--- src/rtl/coord_pkg.sv ---
// Shared constants and types for the core coordinator: stall codes, message bit positions,
// core id type.
package coord_pkg;

  localparam int unsigned NCORES_MAX = 4;

  localparam logic [2:0] STALL_NONE = 3'd0;
  localparam logic [2:0] STALL_LOAD = 3'd4;
  localparam logic [2:0] STALL_WB   = 3'd6;

  localparam int unsigned PR_VALID  = 3;
  localparam int unsigned PR_RESUME = 2;
  localparam int unsigned PCO_VALID = 18;

  typedef logic [1:0] core_id_t;

  // Successor of a core id, wrapping at the configured core count.
  function automatic core_id_t next_id(input core_id_t id, input int unsigned n);
    return core_id_t'((32'(id) + 32'd1) % n);
  endfunction

endpackage

--- src/rtl/rr_arbiter.sv ---
// Round-robin arbiter: first requester at or after ptr wins; one-hot grant plus encoded id.
module rr_arbiter
  import coord_pkg::*;
#(
  parameter int unsigned NCORES = 4
) (
  input  logic [NCORES-1:0] req,
  input  core_id_t          ptr,
  output logic [NCORES-1:0] grant,
  output core_id_t          grant_id,
  output logic              any
);

  core_id_t idx;

  always_comb begin
    grant    = '0;
    grant_id = '0;
    any      = 1'b0;
    idx      = '0;
    for (int unsigned k = 0; k < NCORES; k++) begin
      idx = core_id_t'((32'(ptr) + k) % NCORES);
      if (!any && req[idx]) begin
        any        = 1'b1;
        grant[idx] = 1'b1;
        grant_id   = idx;
      end
    end
  end

endmodule

--- src/rtl/core_coordinator.sv ---
// Shared data-memory arbiter and inter-core pause/resume/awaken router for NCORES cores.
// Optional stall statistics counter enabled by defining COORD_STATS_EN.
module core_coordinator
  import coord_pkg::*;
#(
  parameter int unsigned NCORES  = 4,
  parameter logic [15:0] BOOT_PC = 16'h0
) (
  input  logic                 clk,
  input  logic                 reset,
  input  logic [NCORES-1:0]    awake,
  input  logic [NCORES-1:0]    ld_req,
  input  logic [NCORES*15-1:0] ld_addr,
  input  logic [NCORES-1:0]    st_req,
  input  logic [NCORES*15-1:0] st_addr,
  input  logic [NCORES*16-1:0] st_data,
  input  logic [NCORES*4-1:0]  pause_resume,
  input  logic [NCORES*19-1:0] pc_out,
  output logic [NCORES*3-1:0]  stall_num,
  output logic [NCORES*17-1:0] pc_passed,
  output logic [NCORES*18-1:0] core_rdata,
  output logic                 mem_ren,
  output logic [14:0]          mem_raddr,
  input  logic [15:0]          mem_rdata,
  output logic                 mem_wen,
  output logic [14:0]          mem_waddr,
  output logic [15:0]          mem_wdata
`ifdef COORD_STATS_EN
  ,
  input  logic [1:0]           stat_sel,
  output logic [15:0]          stat_count
`endif
);

  logic [NCORES-1:0] paused_q, paused_d;
  core_id_t          rr_ptr_q;
  logic              boot_pending_q;
  logic              rd_valid_q;
  core_id_t          rd_id_q;
  logic [NCORES-1:0] pcv_q, pcv_d;
  logic [15:0]       pc_q [NCORES];
  logic [15:0]       pc_d [NCORES];
  logic [15:0]       boot_pc_val;

  logic [NCORES-1:0] st_elig, ld_elig, st_grant, ld_grant;
  core_id_t          st_id, ld_id;
  logic              st_any, ld_any, ld_win;

  // Requests are ignored entirely while reset is high.
  assign st_elig = st_req & awake & ~paused_q & {NCORES{~reset}};
  assign ld_elig = ld_req & awake & ~paused_q & {NCORES{~reset}};
  assign ld_win  = ld_any & ~st_any;

  rr_arbiter #(.NCORES(NCORES)) u_st_arb (
    .req      (st_elig),
    .ptr      (rr_ptr_q),
    .grant    (st_grant),
    .grant_id (st_id),
    .any      (st_any)
  );

  rr_arbiter #(.NCORES(NCORES)) u_ld_arb (
    .req      (ld_elig),
    .ptr      (rr_ptr_q),
    .grant    (ld_grant),
    .grant_id (ld_id),
    .any      (ld_any)
  );

  always_comb begin
    mem_wen   = st_any;
    mem_waddr = st_addr[15*st_id +: 15];
    mem_wdata = st_data[16*st_id +: 16];
    mem_ren   = ld_win;
    mem_raddr = ld_addr[15*ld_id +: 15];
  end

  always_comb begin
    stall_num = '0;
    for (int i = 0; i < NCORES; i++) begin
      stall_num[3*i +: 3] = STALL_NONE;
      if (!reset) begin
        if (paused_q[i] || (st_elig[i] && !st_grant[i])) begin
          stall_num[3*i +: 3] = STALL_WB;
        end else if (ld_elig[i] && !(ld_win && ld_grant[i])) begin
          stall_num[3*i +: 3] = STALL_LOAD;
        end
      end
    end
  end

  logic        pause_hit, clear_hit, awk_hit;
  logic [15:0] awk_pc;

  always_comb begin
    paused_d    = paused_q;
    pcv_d       = '0;
    pc_d        = pc_q;
    boot_pc_val = BOOT_PC;
    pause_hit   = 1'b0;
    clear_hit   = 1'b0;
    awk_hit     = 1'b0;
    awk_pc      = '0;
    for (int t = 0; t < NCORES; t++) begin
      pause_hit = 1'b0;
      clear_hit = 1'b0;
      awk_hit   = 1'b0;
      awk_pc    = '0;
      for (int s = 0; s < NCORES; s++) begin
        if (pause_resume[4*s+PR_VALID] && pause_resume[4*s +: 2] == core_id_t'(t)) begin
          if (pause_resume[4*s+PR_RESUME]) clear_hit = 1'b1;
          else                             pause_hit = 1'b1;
        end
        // Ascending scan: the lowest-numbered source claims the target first.
        if (!awk_hit && pc_out[19*s+PCO_VALID] && pc_out[19*s+16 +: 2] == core_id_t'(t)) begin
          awk_hit = 1'b1;
          awk_pc  = pc_out[19*s +: 16];
        end
      end
      if (awk_hit || clear_hit) paused_d[t] = 1'b0;
      else if (pause_hit)       paused_d[t] = 1'b1;
      pcv_d[t] = awk_hit;
      pc_d[t]  = awk_pc;
      // An awaken of core 0 during the boot cycle replaces the boot PC in that same pulse.
      if (t == 0 && boot_pending_q && awk_hit) begin
        pcv_d[0]    = 1'b0;
        boot_pc_val = awk_pc;
      end
    end
  end

  always_ff @(posedge clk) begin
    if (reset) begin
      paused_q       <= '0;
      rr_ptr_q       <= '0;
      boot_pending_q <= 1'b1;
      rd_valid_q     <= 1'b0;
      rd_id_q        <= '0;
      pcv_q          <= '0;
      for (int i = 0; i < NCORES; i++) pc_q[i] <= '0;
    end else begin
      paused_q       <= paused_d;
      boot_pending_q <= 1'b0;
      rd_valid_q     <= ld_win;
      rd_id_q        <= ld_id;
      pcv_q          <= pcv_d;
      for (int i = 0; i < NCORES; i++) pc_q[i] <= pc_d[i];
      if (st_any)      rr_ptr_q <= next_id(st_id, NCORES);
      else if (ld_win) rr_ptr_q <= next_id(ld_id, NCORES);
    end
  end

  always_comb begin
    pc_passed  = '0;
    core_rdata = '0;
    for (int i = 0; i < NCORES; i++) begin
      if (!reset) begin
        pc_passed[17*i +: 17] = {pcv_q[i], pc_q[i]};
        if (rd_valid_q && rd_id_q == core_id_t'(i)) core_rdata[18*i +: 18] = {2'b10, mem_rdata};
      end
    end
    if (!reset && boot_pending_q) pc_passed[16:0] = {1'b1, boot_pc_val};
  end

`ifdef COORD_STATS_EN
  logic [15:0] stat_q;
  logic [3:0]  stall_nz;

  always_comb begin
    stall_nz = '0;
    for (int i = 0; i < NCORES; i++) stall_nz[i] = |stall_num[3*i +: 3];
  end

  always_ff @(posedge clk) begin
    if (reset) begin
      stat_q <= '0;
    end else if (stall_nz[stat_sel] && stat_q != 16'hFFFF) begin
      stat_q <= stat_q + 16'd1;
    end
  end

  assign stat_count = stat_q;
`endif

endmodule
--- config.mk ---
export PLATFORM = sky130hd
export DESIGN_NAME = core_coordinator
export DESIGN_NICKNAME = d
export VERILOG_FILES = /design/src/rtl/coord_pkg.sv /design/src/rtl/rr_arbiter.sv /design/src/rtl/core_coordinator.sv
export SDC_FILE = /design/constraint.sdc
export NUM_CORES = 1
export LEC_CHECK = 0
export ABC_CLOCK_PERIOD_IN_PS = 3100
export CELL_PAD_IN_SITES_DETAIL_PLACEMENT = 0
export CELL_PAD_IN_SITES_GLOBAL_PLACEMENT = 1
export CORE_AREA = 4 4 196 198
export CTS_CLUSTER_SIZE = 14
export DETAILED_ROUTE_END_ITERATION = 7
export DIE_AREA = 0 0 200 202
export PLACE_DENSITY = 0.72
export SLEW_MARGIN = 20
export SYNTH_ARGS = -nofsm -noshare
export SYNTH_HDL_FRONTEND = slang
export SYNTH_SLANG_ARGS = --single-unit
--- constraint.sdc ---
create_clock -name clk -period 3.1 [get_ports clk]
set_clock_uncertainty 0.1 [all_clocks]
set_input_delay 0.31 -clock clk [delete_from_list [all_inputs] [get_ports clk]]
set_output_delay 0.31 -clock clk [all_outputs]
set_load 0.005 [all_outputs]
Word-level counts from Yosys, hierarchy flattened --
Cells that the tools add are included.
Operators by class: add/sub/neg operators 5, $mul 2, order comparisons 8, equal/unequal tests 27, shift-type cells 3, multiplexer cells 167, bitwise operators 16, reductions and logical operators 122
Operator list (number):
- 2-to-1 mux 16 bit | 17
- 2-to-1 mux 18 bit | 8
- indexed part select 60 x 7 -> 15 bit | 2
- 2-to-1 mux 1 bit | 95
- 2-to-1 mux 17 bit | 5
- logical AND 1 bit | 72
- indexed part select 64 x 7 -> 16 bit | 1
- equality test 2 bit (second input constant) | 18
- 2-to-1 mux 3 bit | 12
- 2-to-1 mux 4 bit | 8
- zero test 1 bit | 27
- bitwise AND 4 bit | 6
- OR 4 bit | 6
- 2-to-1 mux 2 bit | 10
- equality test 2 x 1 -> 1 bit (second input constant) | 9
- zero test 2 bit | 9
- binary-select mux 1 bit (select 2 bit) | 8
- less-than comparator 2 x 3 -> 1 bit (second input constant) | 4
- multiplier 4 x 2 -> 6 bit (first input constant) | 2
- OR reduction 2 bit | 5
- demux 1 bit (select 2 bit) | 4
- >= comparator 2 x 1 -> 1 bit (second input constant) | 4
- logical OR 1 bit | 8
- adder 2 x 1 -> 2 bit (second input constant) | 3
- 5 further kinds | 7
Storage, ports and cells: register bits after elaboration 78, bits of input ports 306, output and inout bits 200, logic and storage cells 364

Logic depth before layout (Yosys ltp) --
Gate-level depths: netlist of the first run.
depth after elaboration 23, mapped depth 11

Modules after synthesis --
A second synthesis of the first run with hierarchy kept.
Second synthesis, totals: cells, all modules 910, area, all modules 7793.7 sq um
By module, submodules not included:
- core_coordinator | instances 1, cells each 820, area an instance 6952.9 sq um, seq. area each 1561.5 sq um
- rr_arbiter at u_ld_arb | instances 1, cells each 45, area an instance 421.7 sq um, seq. area each 0.0 sq um
- rr_arbiter at u_st_arb | instances 1, cells each 45, area an instance 419.2 sq um, seq. area each 0.0 sq um

Worst setup path before layout of the first run --
OpenSTA, ideal clock, no wires.
kind reg2out, from register rr_ptr_q[0], to output mem_waddr[0], arrival 2.461 ns, slack 0.229 ns, cell stages (with the launch flop) 11, cells stage by stage dfxtp_1 -> clkinv_1 -> ha_1 -> clkbuf_1 -> a21o_1 -> nand3_1 -> nand2_2 -> buf_4 -> buf_2 -> mux2i_1 -> a21oi_2
Between the ends: longest elaborated chain between the ends 14, elaborated cells on any way between the ends 26, those cells by class add/sub (3); mul (1); shift (1); mux (15); reduce/logical (6)
RTL lines:
- start, declared | line core_coordinator.sv:36 | core_id_t rr_ptr_q;
- start signal, assigned | line core_coordinator.sv:148 | if (st_any) rr_ptr_q <= next_id(st_id, NCORES);
- start signal, assigned | line core_coordinator.sv:149 | else if (ld_win) rr_ptr_q <= next_id(ld_id, NCORES);
- parallel branches: the longest is 11 deep, another holds adder 2 x 1 -> 2 bit
- 2-to-1 mux 2 bit (*) | line rr_arbiter.sv:23 | if (!any && req[idx]) begin
- multiplier 4 x 2 -> 6 bit (*) | line core_coordinator.sv:72 | mem_waddr = st_addr[15*st_id +: 15];
- indexed part select 60 x 7 -> 15 bit (*) | line core_coordinator.sv:72
- end, declared | line core_coordinator.sv:26 | output logic [14:0] mem_waddr,
Mark *: on every way between the ends. The select of a mux whose other input is x is not followed.

Worst setup path in the final report of the first run --
from register paused_q[3], to output mem_raddr[2]
Between the ends: longest elaborated chain between the ends 17, elaborated cells on any way between the ends 26, those cells by class mul (1); shift (1); mux (15); bitwise (3); reduce/logical (6)
RTL lines:
- start, declared | line core_coordinator.sv:35 | logic [NCORES-1:0] paused_q, paused_d;
- start signal, assigned | line core_coordinator.sv:142 | paused_q <= paused_d;
- NOT 4 bit (*) | line core_coordinator.sv:51 | assign ld_elig = ld_req & awake & ~paused_q & {NCORES{~reset}};
- bitwise AND 4 bit (*) (2 in a row) | line core_coordinator.sv:51
- binary-select mux 1 bit (select 2 bit) | line rr_arbiter.sv:23
- 2-to-1 mux 1 bit (implied by the code) | line rr_arbiter.sv:23
- 2-to-1 mux 1 bit | line rr_arbiter.sv:23
- zero test 1 bit | line rr_arbiter.sv:23
- logical AND 1 bit | line rr_arbiter.sv:23
- 2-to-1 mux 1 bit | line rr_arbiter.sv:23
- zero test 1 bit | line rr_arbiter.sv:23
- logical AND 1 bit | line rr_arbiter.sv:23
- 2-to-1 mux 1 bit | line rr_arbiter.sv:23
- zero test 1 bit | line rr_arbiter.sv:23
- logical AND 1 bit | line rr_arbiter.sv:23
- 2-to-1 mux 2 bit (*) | line rr_arbiter.sv:23
- multiplier 4 x 2 -> 6 bit (*) | line core_coordinator.sv:75 | mem_raddr = ld_addr[15*ld_id +: 15];
- indexed part select 60 x 7 -> 15 bit (*) | line core_coordinator.sv:75
- end, declared | line core_coordinator.sv:23 | output logic [14:0] mem_raddr,
Mark *: on every way between the ends. The rest lies on a longest branch, timed or not. The select of a mux whose other input is x is not followed.

==> out/metrics.yaml, run 1 <==
fmax_mhz: 309
synth_top_family_by_area: "simple AND/OR/NAND/NOR gates"
clock_path_buffers: 2
holdPathStages: 1
finalHoldViolations: 0
ys_ff_latch: 78
setup.worst_path.start_class: "flip-flop"
synth_top_area_share_pct: 20.5
area.sequential_mm2: 0.00158
synth-adder-area-share_pct: 0.658
grt_antenna_before_repair: 6
start_util_pct: 20.8
r2r_slack_ns: 0.25
boundaryPins: 506
nets: 1894
rsz0062_at_grt: "yes"
die-height_um: 202
grt_use_total_pct: 19.6
crit_start: "paused_q[3]"
grt_max_degree: 130
drcViolationCount: 0
cts_tree: "yes"
critPathMaxFanout: 6
synth_compound_area_share_pct: 27.6
viasPerCell: 4.94
die-area_mm2: 0.0404
grt_pass1_vias: 10200
synth_area_leaders: "dfxtp_1 21%, nor2_1 9.9%, a221oi_1 7.6%, mux2i_1 7.0%, a22oi_1 6.7%"
row_count: 70
netlist_instances: 996
synth_common_cells: "200 x nor2_1, 78 x dfxtp_1, 77 x nor2b_1"
synth-seq-area-share_pct: 20.5
wl_per_cell_um: 20.9
slew_headroom_pct: 25.2
io_buffers: 497
drive_gt1_share_pct: 26.7
yosys.area.top_type: "dfxtp_1"
power_density_mw_per_mm2: 430
netlist_area_mm2: 0.00760
gp_congestion: 0.920
setup_slack_ns: -0.136
syn_area_per_cell_um2: 7.63
hp-class: "reg -> reg"
num_vias: 10200
drt_iter0_drc: 805
synth_top_flop_cell: "dfxtp_1"
overflow: 0
leakagePower_nw: 6.11
status: "finished, violations left"
final_max_slew_viol_count: 0
cts-root-buf: "clkbuf_16"
setup.worst_path.class: "reg -> out"
async_flop_share_pct: 0
cp_data_arrival_time_ns: 2.83
drtPass1Iterations: 6
die_x_um: 200
htree_levels: 3
r2r-start: "paused_q[3]"
clock-sinks: 78
reg2regPathDepth: 15
nFillCells: 3674
routed_wl_um: 43000
end_kind: "output pin"
rr_endpoint: "rr_ptr_q[1]"
multiInputGateArea_mm2: 0.00626
yosys.area_share.simple_pct: 30.7
post-synth-top-count-cell: "nor2_1"
cts_inserted_buffers: 9
synthXorXnorAreaFrac_pct: 0.230
synth_edf_count: 0
worst_setup_hold_path_clk_slew_ns: 0.07
timing_worst_slew_pin_value_ns: 1.12
grt_pass1_wl_um: 62200
crit_required_ns: 2.69
period_needed_ns: 3.24
clk_latency_ns: 0.34
violations: "setup timing"
tns_ns: -1.70
place_inst: 2001
hold_end: "pcv_q[0]"
max_cap_violations: 0
postRouteAntennaNets: 0
setup_violations: 36
peakVddDrop_v: 0.000216
syn2layout_area_growth_pct: 99.6
timing.final.crit_share_pct: 104
min_from: "boot_pending_q"
core_mm2: 0.0365
yosysWarnings: 0
dp_hpwl_um: 33300
final_cells: 2061
yosysUniqueCellTypes: 60
synth_mux_area_share_pct: 13.5
## placed cells by master (no fill, tap or decap), types with 5 or more instances in the layout
cell             Yosys  routed
nand2_1             24      22
buf_6                7      16
nand3_1             21      21
a221oi_1            66      55
a22oi_1             68      66
a31oi_1              8       8
clkbuf_16            0      10
nor2_4               0      32
dlymetal6s2s_1       0      15
nor2b_2              0       5
nand4bb_1            7       7
nor2_1             200     164
and4bb_2             5       5
nor3_1               7       6
inv_1               11      11
and2_1              65      65
mux2_2              32      32
dfxtp_1             78      73
nor2b_1             77      68
a211oi_2             0      15
a221oi_2             0      10
mux2i_1             53      50
buf_12               1      16
buf_4               12     124
dlygate4sd2_1        0       8
mux4_2               6       6
clkdlybuf4s50_1      0     421
a21oi_1             32      22
conb_1               1       8
a22o_1              21      21
and3_1               8       6
buf_2                8      48
a21oi_2             32      40
## power breakdown
group / switching (W) / internal (W) / leakage, nW / total [W]
clock: 0.000473 / 0.000717 / 0.155 / 0.00119
sequential: 0.0000282 / 0.00107 / 0.642 / 0.00110
combinational: 0.00195 / 0.00227 / 5.32 / 0.00423
total: 0.00245 / 0.00406 / 6.11 / 0.00652
## final cells by class
type / count / share of cell area (%)
Timing Repair Buffer: 661 / 42.0
Clock buffer: 9 / 1.48
Sequential cell: 78 / 10.4
Inverter: 12 / 0.305
Tap cell: 468 / 3.86
Clock inverter: 7 / 0.685
Multi-Input combinational cell: 822 / 41.2
Antenna cell: 4 / 0.0660
## state kept, by name, summed over array words and instances, names as in the netlist
name and cells:
pc_q 64, pcv_q 4, rd_id_q 2, boot_pending_q 1, rd_valid_q 1, rr_ptr_q 2, paused_q 4
## how the worst max path moves through the flow
stage	endpoint	slack, ns
3_5_place_dp	mem_raddr[2]	-0.61
2_1_floorplan	mem_waddr[0]	0.23
4_1_cts	mem_raddr[2]	-0.18
3_3_place_gp	mem_raddr[2]	-0.56
5_1_grt	mem_raddr[7]	-0.21
6_report	mem_raddr[2]	-0.14
## stage by stage
step | setup slack, ns | cell area [um^2] | power [W] | utilization, % | hold WS, ns
2_1_floorplan | 0.229 | 7630 | 0.00273 | - | 0.238
3_3_place_gp | -0.560 | 13800 | 0.00444 | 37.7 | 0.358
3_5_place_dp | -0.610 | 13800 | 0.00447 | 37.7 | 0.356
4_1_cts | -0.178 | 14900 | 0.00648 | 40.9 | 0.369
5_1_grt | -0.211 | 15200 | 0.00686 | 41.5 | 0.426
6_report | -0.136 | 15200 | 0.00652 | 41.5 | 0.368
## worst max-delay path, stage by stage (launching register included)
cell and delay (ns):
dfxtp_4 0.36, buf_6 0.12, nand4bb_4 0.18, mux4_2 0.51, buf_6 0.14, o21ai_2 0.12, a22oi_2 0.07, buf_6 0.14
buf_8 0.13, buf_16 0.13, buf_8 0.13, a211oi_4 0.28, a21oi_2 0.04, buf_2 0.13
## what timing repair did
| action | in CTS | in global routing |
|---|---|---|
| setup buffers | 32 | 5 |
| setup endpoints to repair | 71 | 69 |
| pin swaps | 62 | 33 |
| hold buffers | 0 | 0 |
| gates resized for setup | 348 | 73 |
| gates cloned | 8 | 1 |
## routing by layer
metal  vias up  share of wire, %  track usage, %
met2       462                51            35.1
li1       4832                 -               -
met5         -             0.063               0
met4         4               2.6            5.87
met3        58               7.9            3.73
met1      4816                39            23.5
## logic make-up (layout without fill, tap and decap cells)
group	Yosys count	in the layout
adder cells (fa/ha/maj)	4	4
flip-flops	78	78
multiplexers	91	91
other	1	12
buffers and inverters	103	689
XOR/XNOR	2	2
AO/OA/AOI/OAI	271	271
AND/OR/NAND/NOR	446	446
(Power assumes the default switching activity.)
==> run 2: changes to the inputs <==
--- a/config.mk
+++ b/config.mk
@@ -5,15 +5,18 @@
 export SDC_FILE = /design/constraint.sdc
 export NUM_CORES = 1
 export LEC_CHECK = 0
+export ABC_AREA = 0
 export ABC_CLOCK_PERIOD_IN_PS = 3100
 export CELL_PAD_IN_SITES_DETAIL_PLACEMENT = 0
 export CELL_PAD_IN_SITES_GLOBAL_PLACEMENT = 1
-export CORE_AREA = 4 4 196 198
+export CORE_AREA = 4 4 195 197
+export CTS_BUF_LIST = sky130_fd_sc_hd__clkbuf_4 sky130_fd_sc_hd__clkbuf_8
 export CTS_CLUSTER_SIZE = 14
 export DETAILED_ROUTE_END_ITERATION = 7
-export DIE_AREA = 0 0 200 202
+export DIE_AREA = 0 0 199 201
 export PLACE_DENSITY = 0.72
 export SLEW_MARGIN = 20
 export SYNTH_ARGS = -nofsm -noshare
 export SYNTH_HDL_FRONTEND = slang
+export SYNTH_HIERARCHICAL = 1
 export SYNTH_SLANG_ARGS = --single-unit
==> run 2 against run 1 <==
Effect of this change: the flow still finishes with violations (setup timing); routed wire length rose by 20%; design area fell by 3.3%; area after synthesis rose by 2.5%; highest routed layer unchanged; die area fell by 0.99%; synthesized cell count fell by 8.6%; cell count fell by 4.7%; sequential power rose by 4%; register-to-register slack got worse by 0.08 ns; total power rose by 0.48%; maximum frequency fell by 6.7%; combinational power rose by 8.0%; sequential cell count did not move.
==> out/metrics.yaml, run 2 <==
die-area_mm2: 0.0400
cp_data_arrival_time_ns: 3.06
synth_common_cells: "78 x dfxtp_1, 77 x nand2_1, 65 x and2_1"
hp-class: "in -> reg"
end_kind: "output pin"
fmax_mhz: 288
cts_inserted_buffers: 9
row_count: 70
setup.worst_path.start_class: "flip-flop"
die_x_um: 199
yosys.area.top_type: "dfxtp_1"
ys_ff_latch: 78
syn2layout_area_growth_pct: 88.3
boundaryPins: 506
grt_max_degree: 79
period_needed_ns: 3.47
drtPass1Iterations: 6
htree_levels: 3
synth-seq-area-share_pct: 20.0
max_cap_violations: 0
p_int_w: 0.00416
tns_ns: -15.69
grt_pass1_wl_um: 71800
clkPwrFrac_pct: 12.8
holdPathStages: 3
cts-root-buf: "clkbuf_8"
dp_hpwl_um: 42500
async_flop_share_pct: 0
status: "finished, violations left"
start_util_pct: 21.5
gp_congestion: 0.976
grt_use_total_pct: 24.3
synth_top_area_share_pct: 20.0
setup.worst_path.class: "reg -> out"
reg_top3: "pc_q (64), paused_q (4), pcv_q (4)"
die-height_um: 201
overflow: 0
peakVddDrop_v: 0.000217
switching_share_pct: 36.5
yosysWarnings: 6
grt_antenna_before_repair: 17
slew_headroom_pct: 43.5
drt_iter0_drc: 756
drive_gt1_share_pct: 23.6
routed_wl_um: 51700
violations: "setup timing"
synth_area_leaders: "dfxtp_1 20%, mux4_2 14%, and2_1 5.2%, nor2b_1 4.7%, a21oi_1 3.9%"
timing.final.crit_share_pct: 112
core_mm2: 0.0363
final_max_slew_viol_count: 0
final_common_cell: "clkdlybuf4s50_1"
place_inst: 1904
netlist_area_mm2: 0.00779
critPathMaxFanout: 8
largest_reg_flops: 64
nets: 1796
drcViolationCount: 0
grt_pass1_vias: 9993
yosysUniqueCellTypes: 63
comb_power_share_pct: 69.8
netlist_instances: 910
setup_slack_ns: -0.369
power_density_mw_per_mm2: 446
setup_violations: 55
crit_required_ns: 2.69
finalHoldViolations: 0
power_frac_seq_pct: 17.5
cts_tree: "yes"
fin_total_pwr_w: 0.00655
post-synth-top-count-cell: "dfxtp_1"
io_buffers: 497
layout.cells.most_common_list: "427 x clkdlybuf4s50_1, 119 x buf_4, 77 x nand2_1, 72 x dfxtp_1, 65 x and2_1"
synth_edf_count: 0
clock_path_buffers: 2
worst_setup_hold_path_clk_slew_ns: 0.09
reg2regPathDepth: 14
clock-sinks: 78
leakagePower_nw: 5.70
wl_per_cell_um: 26.3
timing_worst_slew_pin_value_ns: 0.848
postRouteAntennaNets: 0
final_cells: 1964
num_vias: 9981
synth_top_flop_cell: "dfxtp_1"
largest_register: "pc_q"
viasPerCell: 5.08
p_sw_w: 0.00239
rsz0062_at_grt: "yes"
syn_area_per_cell_um2: 8.56
clk_latency_ns: 0.36
hold_slack_ns: 0.362
==> run 2: layer usage <==
metal  global-route usage (%)  up-vias  part of all wire, %
met5                        0        -                0.081
met4                     8.26        6                  3.1
met3                     6.56       86                  8.4
met2                     42.1      464                   50
met1                     28.8     4878                   38
li1                         -     4547                    -
==> run 2: repair_timing <==
action	CTS	global route
setup endpoints to repair	73	69
hold buffers	0	0
buffers inserted	28	4
cloned	6	0
resized for setup	288	30
pin swaps	13	13
==> run 2: logic make-up (layout without fill, tap and decap cells) <==
family	count (synthesis)	after routing	synth area share [%]
XOR/XNOR	2	2	0.225
buffers and inverters	112	680	7.34
flip-flops	78	78	20.0
multiplexers	61	61	16.8
AO/OA/AOI/OAI	254	254	23.1
AND/OR/NAND/NOR	392	392	30.9
adder cells (fa/ha/maj)	10	10	1.61
other	1	19	0.0481
==> run 2: power groups by stage <==
stage | Sequential [W] | Clock, W | Combinational [W]
6_report | 0.00114 | 0.000835 | 0.00457
5_1_grt | 0.00115 | 0.000907 | 0.00482
4_1_cts | 0.00115 | 0.000872 | 0.00452
3_5_place_dp | 0.00116 | 0 | 0.00409
3_3_place_gp | 0.00116 | 0 | 0.00407
2_1_floorplan | 0.00115 | 0 | 0.00192
==> run 2: path summary, 6_finish.rpt <==
check / startpoint / endpoint / slack, ns
worst min register to register: boot_pending_q / pcv_q[0] / 0.64
worst max register to register: rr_ptr_q[1] / rr_ptr_q[1] / 0.17
worst min-delay path: reset / rr_ptr_q[0] / 0.36
worst max-delay path: paused_q[1] / mem_waddr[4] / -0.37
==> run 2: area by class of cell <==
type / count / area [um^2]
Multi-Input combinational cell: 727 / 5960
Timing Repair Buffer: 648 / 6260
Clock inverter: 6 / 70.1
Inverter: 16 / 60.1
Tap cell: 468 / 586
Sequential cell: 78 / 1580
Fill cell: 3643 / 21600
Antenna cell: 11 / 27.5
Clock buffer: 10 / 131
==> run 2: per-stage QoR <==
step                instance area, um^2  utilization, %  setup slack [ns]
finish                            14700            40.5            -0.369
global route                      14700            40.5            -0.457
CTS                               14600            40.1            -0.364
detailed placement                13900            38.4            -0.951
global placement                  13900            38.4            -0.872
floorplan                          7890               -           0.00191
==> run 2: worst max-delay path, cell delays in order, from the launching register on <==
cell,delay [ns]
dfxtp_4,0.39
nor4bb_4,0.06
buf_4,0.15
mux4_2,0.47
buf_6,0.16
buf_6,0.11
o31ai_4,0.27
buf_6,0.17
buf_12,0.14
buf_6,0.10
mux4_2,0.53
buf_6,0.14
==> run 3: changes to the inputs <==
--- a/config.mk
+++ b/config.mk
@@ -9,14 +9,12 @@
 export ABC_CLOCK_PERIOD_IN_PS = 3100
 export CELL_PAD_IN_SITES_DETAIL_PLACEMENT = 0
 export CELL_PAD_IN_SITES_GLOBAL_PLACEMENT = 1
-export CORE_AREA = 4 4 195 197
-export CTS_BUF_LIST = sky130_fd_sc_hd__clkbuf_4 sky130_fd_sc_hd__clkbuf_8
+export CORE_AREA = 4 4 196 198
 export CTS_CLUSTER_SIZE = 14
 export DETAILED_ROUTE_END_ITERATION = 7
-export DIE_AREA = 0 0 199 201
+export DIE_AREA = 0 0 200 202
 export PLACE_DENSITY = 0.72
 export SLEW_MARGIN = 20
 export SYNTH_ARGS = -nofsm -noshare
 export SYNTH_HDL_FRONTEND = slang
-export SYNTH_HIERARCHICAL = 1
 export SYNTH_SLANG_ARGS = --single-unit
==> results of run 3 <==
The final DEF is identical to that of run 1; final timing and power are the same.
